`src/rtl/alu_acc_seq_if.sv`:
```
// Control/register-bus bundle for alu_acc_seq: start/op/operand in, busy/done/accumulator/flags out.
// The control unit drives the master side; the ALU presents the slave side.
interface alu_acc_seq_if #(
  parameter int W = 4
);
  logic           start;
  logic [3:0]     op;
  logic [W-1:0]   operand;
  logic           busy;
  logic           done;
  logic [2*W-1:0] acc_data;
  logic           zero_flag;
  logic           sign_flag;
  logic           carry_flag;
  logic           div_zero_flag;

  modport master (
    output start, op, operand,
    input  busy, done, acc_data, zero_flag, sign_flag, carry_flag, div_zero_flag
  );

  modport slave (
    input  start, op, operand,
    output busy, done, acc_data, zero_flag, sign_flag, carry_flag, div_zero_flag
  );
endinterface

```
`src/rtl/alu_acc_seq.sv`:
```
// 2W-bit ALU/accumulator: logic/arith ops done 1 cycle after accept, MUL/DIV done W+1 cycles after accept.
// start is ignored (not queued) while busy; ACC_ALU_SAT_EN makes ADD/SUB saturate instead of wrap.
module alu_acc_seq #(
  parameter int W = 4
) (
  input  logic          clk,
  input  logic          reset_n,
  alu_acc_seq_if.slave  bus
);
  typedef enum logic [1:0] {S_IDLE, S_MUL, S_DIV} state_t;

  localparam logic [3:0] OP_LDL = 4'd1;
  localparam logic [3:0] OP_ADD = 4'd2;
  localparam logic [3:0] OP_SUB = 4'd3;
  localparam logic [3:0] OP_AND = 4'd4;
  localparam logic [3:0] OP_OR  = 4'd5;
  localparam logic [3:0] OP_XOR = 4'd6;
  localparam logic [3:0] OP_MUL = 4'd7;
  localparam logic [3:0] OP_DIV = 4'd8;
  localparam logic [3:0] OP_SHL = 4'd9;
  localparam logic [3:0] OP_SHR = 4'd10;
  localparam logic [3:0] OP_CLR = 4'd11;

  localparam int CW = $clog2(W + 1);

  state_t          state_q, state_d;
  logic [2*W-1:0]  acc_q, acc_d;
  logic [W-1:0]    opnd_q, opnd_d;
  logic [CW-1:0]   cnt_q, cnt_d;
  logic            done_q, done_d;
  logic            zero_q, zero_d;
  logic            sign_q, sign_d;
  logic            carry_q, carry_d;
  logic            dz_q, dz_d;
  logic            fin;
  logic [W:0]      alu_ext;

  logic [W-1:0]    acc_hi, acc_lo;
  logic [W:0]      mul_sum;
  logic [2*W-1:0]  mul_next;
  logic [W:0]      div_rem;
  logic [W-1:0]    div_trial;
  logic            div_ge;
  logic [2*W-1:0]  div_next;
  logic            last_iter;

  assign acc_hi = acc_q[2*W-1:W];
  assign acc_lo = acc_q[W-1:0];

  // Shift-add multiply step: conditional add into the high half, then shift {carry, hi, lo} right.
  assign mul_sum  = acc_q[0] ? ({1'b0, acc_hi} + {1'b0, opnd_q}) : {1'b0, acc_hi};
  assign mul_next = {mul_sum, acc_lo[W-1:1]};

  // Restoring divide step; the partial remainder keeps the bit shifted out of acc_high.
  assign div_rem   = {acc_hi, acc_lo[W-1]};
  assign div_ge    = (div_rem >= {1'b0, opnd_q});
  assign div_trial = div_rem[W-1:0] - opnd_q;
  assign div_next  = div_ge ? {div_trial, acc_lo[W-2:0], 1'b1}
                            : {div_rem[W-1:0], acc_lo[W-2:0], 1'b0};

  assign last_iter = (cnt_q == CW'(W - 1));

  always_comb begin
    state_d = state_q;
    acc_d   = acc_q;
    opnd_d  = opnd_q;
    cnt_d   = cnt_q;
    done_d  = 1'b0;
    carry_d = carry_q;
    dz_d    = dz_q;
    fin     = 1'b0;
    alu_ext = '0;

    case (state_q)
      S_IDLE: begin
        if (bus.start) begin
          done_d  = 1'b1;
          fin     = 1'b1;
          carry_d = 1'b0;
          case (bus.op)
            OP_LDL: acc_d = {{W{1'b0}}, bus.operand};
            OP_ADD: begin
              alu_ext = {1'b0, acc_hi} + {1'b0, bus.operand};
              carry_d = alu_ext[W];
              acc_d[2*W-1:W] = alu_ext[W-1:0];
`ifdef ACC_ALU_SAT_EN
              if (alu_ext[W]) acc_d[2*W-1:W] = '1;
`endif
            end
            OP_SUB: begin
              alu_ext = {1'b0, acc_hi} - {1'b0, bus.operand};
              carry_d = alu_ext[W];
              acc_d[2*W-1:W] = alu_ext[W-1:0];
`ifdef ACC_ALU_SAT_EN
              if (alu_ext[W]) acc_d[2*W-1:W] = '0;
`endif
            end
            OP_AND: acc_d[2*W-1:W] = acc_hi & bus.operand;
            OP_OR:  acc_d[2*W-1:W] = acc_hi | bus.operand;
            OP_XOR: acc_d[2*W-1:W] = acc_hi ^ bus.operand;
            OP_MUL: begin
              done_d  = 1'b0;
              fin     = 1'b0;
              carry_d = carry_q;
              acc_d   = {{W{1'b0}}, acc_lo};
              opnd_d  = bus.operand;
              cnt_d   = '0;
              state_d = S_MUL;
            end
            OP_DIV: begin
              if (bus.operand == '0) begin
                dz_d = 1'b1;
              end else begin
                done_d  = 1'b0;
                fin     = 1'b0;
                carry_d = carry_q;
                acc_d   = {{W{1'b0}}, acc_lo};
                opnd_d  = bus.operand;
                cnt_d   = '0;
                state_d = S_DIV;
              end
            end
            OP_SHL: begin
              carry_d = acc_q[2*W-1];
              acc_d   = {acc_q[2*W-2:0], 1'b0};
            end
            OP_SHR: begin
              carry_d = acc_q[0];
              acc_d   = {1'b0, acc_q[2*W-1:1]};
            end
            OP_CLR: acc_d = '0;
            // NOP and the unused opcodes still pulse done but leave flags alone.
            default: begin
              fin     = 1'b0;
              carry_d = carry_q;
            end
          endcase
        end
      end
      S_MUL: begin
        acc_d = mul_next;
        cnt_d = cnt_q + CW'(1);
        if (last_iter) begin
          state_d = S_IDLE;
          done_d  = 1'b1;
          fin     = 1'b1;
          carry_d = 1'b0;
        end
      end
      S_DIV: begin
        acc_d = div_next;
        cnt_d = cnt_q + CW'(1);
        if (last_iter) begin
          state_d = S_IDLE;
          done_d  = 1'b1;
          fin     = 1'b1;
          carry_d = 1'b0;
          dz_d    = 1'b0;
        end
      end
      default: state_d = S_IDLE;
    endcase

    zero_d = fin ? (acc_d == '0) : zero_q;
    sign_d = fin ? acc_d[2*W-1] : sign_q;
  end

  always_ff @(posedge clk or negedge reset_n) begin
    if (!reset_n) begin
      state_q <= S_IDLE;
      acc_q   <= '0;
      opnd_q  <= '0;
      cnt_q   <= '0;
      done_q  <= 1'b0;
      zero_q  <= 1'b0;
      sign_q  <= 1'b0;
      carry_q <= 1'b0;
      dz_q    <= 1'b0;
    end else begin
      state_q <= state_d;
      acc_q   <= acc_d;
      opnd_q  <= opnd_d;
      cnt_q   <= cnt_d;
      done_q  <= done_d;
      zero_q  <= zero_d;
      sign_q  <= sign_d;
      carry_q <= carry_d;
      dz_q    <= dz_d;
    end
  end

  assign bus.busy          = (state_q != S_IDLE);
  assign bus.done          = done_q;
  assign bus.acc_data      = acc_q;
  assign bus.zero_flag     = zero_q;
  assign bus.sign_flag     = sign_q;
  assign bus.carry_flag    = carry_q;
  assign bus.div_zero_flag = dz_q;
endmodule

```
`src/flat_wrapper.sv`:
```
// flat-port wrapper written by rule: the top's interface ports become plain ports
module alu_acc_seq_flat 
#(
  parameter int W = 4
)
  (clk, reset_n, bus_start, bus_op, bus_operand, bus_busy, bus_done, bus_acc_data, bus_zero_flag, bus_sign_flag, bus_carry_flag, bus_div_zero_flag);
  alu_acc_seq_if #(.W(W)) bus_i ();
  input  logic clk;
  input  logic reset_n;
  input wire logic [$bits(bus_i.start)-1:0] bus_start;
  input wire logic [$bits(bus_i.op)-1:0] bus_op;
  input wire logic [$bits(bus_i.operand)-1:0] bus_operand;
  output wire logic [$bits(bus_i.busy)-1:0] bus_busy;
  output wire logic [$bits(bus_i.done)-1:0] bus_done;
  output wire logic [$bits(bus_i.acc_data)-1:0] bus_acc_data;
  output wire logic [$bits(bus_i.zero_flag)-1:0] bus_zero_flag;
  output wire logic [$bits(bus_i.sign_flag)-1:0] bus_sign_flag;
  output wire logic [$bits(bus_i.carry_flag)-1:0] bus_carry_flag;
  output wire logic [$bits(bus_i.div_zero_flag)-1:0] bus_div_zero_flag;
  assign bus_i.start = bus_start;
  assign bus_i.op = bus_op;
  assign bus_i.operand = bus_operand;
  assign bus_busy = bus_i.busy;
  assign bus_done = bus_i.done;
  assign bus_acc_data = bus_i.acc_data;
  assign bus_zero_flag = bus_i.zero_flag;
  assign bus_sign_flag = bus_i.sign_flag;
  assign bus_carry_flag = bus_i.carry_flag;
  assign bus_div_zero_flag = bus_i.div_zero_flag;
  alu_acc_seq #(.W(W)) u_core (.clk(clk), .reset_n(reset_n), .bus(bus_i));
endmodule
```
`config.mk`:
```
export PLATFORM = sky130hd
export DESIGN_NAME = alu_acc_seq_flat
export DESIGN_NICKNAME = d
export VERILOG_FILES = /design/src/rtl/alu_acc_seq_if.sv /design/src/rtl/alu_acc_seq.sv /design/src/flat_wrapper.sv
export SDC_FILE = /design/constraint.sdc
export NUM_CORES = 1
export LEC_CHECK = 0
export ABC_AREA = 1
export CAP_MARGIN = 20
export CORE_MARGIN = 2
export CORE_UTILIZATION = 45
export CTS_BUF_LIST = sky130_fd_sc_hd__clkbuf_16
export CTS_CLUSTER_SIZE = 30
export DETAILED_ROUTE_END_ITERATION = 8
export HOLD_SLACK_MARGIN = 0.02
export PLACE_DENSITY = 0.65
export SLEW_MARGIN = 15
export SYNTH_ARGS = -nofsm -noshare
export SYNTH_HDL_FRONTEND = slang
export SYNTH_SLANG_ARGS = --single-unit
```
`constraint.sdc`:
```
create_clock -name clk -period 2.9 [get_ports clk]
set_input_delay 0.435 -clock clk [delete_from_list [all_inputs] [get_ports clk]]
set_output_delay 0.435 -clock clk [all_outputs]
set_load 0.02 [all_outputs]
```
==> summary.txt <==
Run status
  • Status: complete, no violations

Worst hold path
  • Hold path cells: 2
  • Hold path endpoint: u_core.cnt_q[1]
  • Worst Hold Class: flop to flop
  • Min-delay src: u_core.cnt_q[1]

Detailed routing
  • Total vias in the final route: 2583
  • DRT antenna net count: 0
  • Residual DRC: 0
  • Drt initial violations: 253
  • DR WL/cell: approximately 15 um
  • First-pass iteration count of the detailed router: 4
  • Vias per inst: about 5.3
  • Final wirelength: 7.27 mm

Synthesis
  • Sequential share of the synthesized area: approximately 22%
  • Synth area leaders: dfrtp_1 22%, nand2_1 14%, ha_1 13%
  • Top_reg_cell synth: dfrtp_1
  • Cell with the most instances after synthesis: nand2_1
  • Most frequent cells after synthesis: 97 x nand2_1, 54 x inv_1, 39 x nand3_1, 38 x nor2_1, 26 x ha_1
  • Yosys warns: 0
  • Fraction of registers with async set/reset: 100%
  • Syn Nets: between 400 and 500
  • Synth area leader: dfrtp_1
  • Mapped Area: 0.00252 mm^2
  • Synth Instances: 387
  • Top-area cell type share of the netlist area: 21.8%
  • Synthesized area per cell: 6.51 um^2
  • Post-synthesis cell type count: 40
  • Number of synthesized register bits: 22
  • Post-synth EDFFs: 0

Worst setup path
  • Worst reg2reg path startpoint: u_core.bus.acc_data[6]
  • Startpoint Class: flop
  • Crit path required time: 2470 ps
  • Crit-path max FO: 10
  • Worst path slowest cell: clkdlybuf4s50_1
  • CP cell instances: inv_1 -> ha_1 -> clkinv_1 -> clkdlybuf4s50_1
  • Reg-to-Reg End: u_core.bus.zero_flag
  • Crit path largest cell delay: 630 ps
  • Data arrival time of the critical path: 2130 ps
  • CP Class: flop to output pin
  • Register-to-register path setup slack: 530 ps
  • Crit path capture type: output pin
  • Worst R2R Path Depth: 12

STA
  • Post-Route Skew: 7.78 ps
  • Worst slew pin tran: ~560 ps
  • Hold_ws: 483 ps
  • RSZ-0062 raised after global routing: false
  • Final Max Slew Viols: 0
  • Top achievable clock speed: 390 MHz
  • Setup_tns: 0 ps
  • Crit share post-route: 88.5%
  • Worst setup slack after layout: between 300 and 400 ps
  • Final hold vios: 0
  • Post-route minimum period: 2570 ps
  • Slew HR: 62.6%
  • Final Setup Violations: 0

Final layout
  • Synthesis-to-layout area growth: 16.9%
  • Layout Utilization: between 50% and 60%
  • Share of layout cells above drive strength 1: 7.93%
  • Multi-input logic area: around 0.0017 mm^2
  • Fin cells: 488
  • # fillers: 585
  • Antenna diodes: 0
  • Fin nets: 458
  • Register area: about 550 um^2
  • Post-route cell area: 0.00295 mm^2

Placement
  • Placement Cell Area: between 0.002 and 0.003 mm^2
  • Placer Congestion: between 0.9 and 1
  • Port buffer count: 24
  • Dpl ws: between 200 and 300 ps
  • Dpl cells: 484
  • Dpl hpwl: 5.88 mm

Clocking
  • Hold-fix buffers at CTS: 0
  • H-tree depth: 1
  • Root Buffer: clkbuf_16
  • CTS clk-pin slew, worst paths: 60 ps
  • Post-CTS Setup Inserts: 0
  • CTS tree: yes
  • Max clock buf depth: 2
  • CTS-repair resized insts: 0
  • CTS buffer count: 3
  • Clk sinks: 22
  • Worst-Skew Late Latency: 260 ps

Floorplan
  • Die Y: 78.8 um
  • Initial cell density of the core: 46.0%
  • Die width: 78.8 um
  • FP Rows: 27
  • Die area: 0.00621 mm^2
  • Core Region: 0.00547 mm^2
  • # IOs: 25

Power
  • Clock power share: a little over a tenth
  • Net Sw Power: between 1 and 1.5 mW
  • Cell Pwr Density: a little under 1000 mW/mm^2
  • Peak supply drop: 0.669 mV
  • Share of power burned in registers: between 20% and 30%
  • P_leak: 1.44 nW
  • Combinational share of power: approximately two thirds
  • Switching share of power: about half
  • Total chip power: 2.84 mW
  • Internal: 1.39 mW

Global routing
  • Gr ovfl total: 0
  • Number of global-route vias before repair: 2488
  • Largest net degree at the start of global routing: 23
  • First-pass GRT wire length: about 12 mm
  • GRT Resource Usage Total: 25.4%
  • Initial antenna violation count: 0

Run
  • Maxcap violations: 0
==> worst max path at each step <==
stage,start,depth (start not counted),end,slack [ps]
final,u_core.state_q[0],4,bus_busy,330
after global routing,u_core.state_q[0],4,bus_busy,220
after CTS,u_core.state_q[0],4,bus_busy,350
after detailed placement,bus_operand[1],14,u_core.bus.zero_flag,250
after global placement,bus_operand[1],14,u_core.bus.zero_flag,260
after floorplan,u_core.bus.acc_data[4],13,u_core.bus.zero_flag,610
==> placed cells by master, fill, tap and decap left out, types with 4 or more instances in the layout <==
cell,netlist,final
ha_1,26,26
a21oi_1,23,23
dfrtp_1,22,22
nor3_1,6,6
buf_4,0,8
nor2_2,4,4
o21ai_1,5,5
nand2_1,97,97
o22ai_1,5,5
fa_1,4,4
nand3_1,39,39
inv_1,54,54
o21ai_0,21,21
clkdlybuf4s50_1,0,24
nand2_2,5,5
nor2_1,38,38
==> critical path, delay by kind of cell, from the launching register on <==
kind	cells	cell delay (ps)
fa+ha+maj	1	390
flops	1	410
buf+inv	3	1080
==> cell families (layout without fill, tap and decap cells) <==
group,Yosys count,after routing,synth area share (%)
adders and majority gates,30,30,16.1
AOI/OAI and AO/OA,67,67,15.3
and+or+nand+nor,199,199,34.9
xor gates and xnor gates,3,3,1.04
buffers and inverters,66,95,10.8
DFF,22,22,21.8
==> state kept, by name, indices dropped and copies added, names as in the netlist <==
signal                    flops
u_core.bus.acc_data           8
u_core.opnd_q                 4
u_core.cnt_q                  3
u_core.state_q                2
u_core.bus.carry_flag         1
u_core.bus.div_zero_flag      1
u_core.bus.done               1
u_core.bus.sign_flag          1
u_core.bus.zero_flag          1
==> per-layer routing <==
| layer | routed length (um) | part of all wire (%) | vias up | GRT usage, % |
|---|---|---|---|---|
| li1 | - | - | 1311 | - |
| met1 | 3340 | 46 | 1197 | 33.8 |
| met2 | 3440 | 47 | 59 | 42.5 |
| met3 | 288 | 4.0 | 16 | 3.07 |
| met4 | 201 | 2.8 | 0 | 8.97 |
| met5 | 0 | 0 | - | 0 |
==> power by group through the flow <==
stage | logic [mW] | clock network (mW) | registers, mW
final | 1.90 | 0.306 | 0.640
after global routing | 2.15 | 0.328 | 0.662
after CTS | 1.90 | 0.310 | 0.637
after detailed placement | 1.89 | 0 | 0.642
after global placement | 1.87 | 0 | 0.643
after floorplan | 1.21 | 0 | 0.700
==> layout make-up <==
| type | instances | share of cell area [%] |
|---|---|---|
| Clock buffer | 3 | 2.55 |
| Multi-Input combinational cell | 299 | 57.6 |
| Timing Repair Buffer | 32 | 10.2 |
| Clock inverter | 1 | 0.127 |
| Tap cell | 72 | 3.06 |
| Sequential cell | 22 | 18.7 |
| Inverter | 59 | 7.77 |
Note: power is estimated with default switching activity, not from simulation.
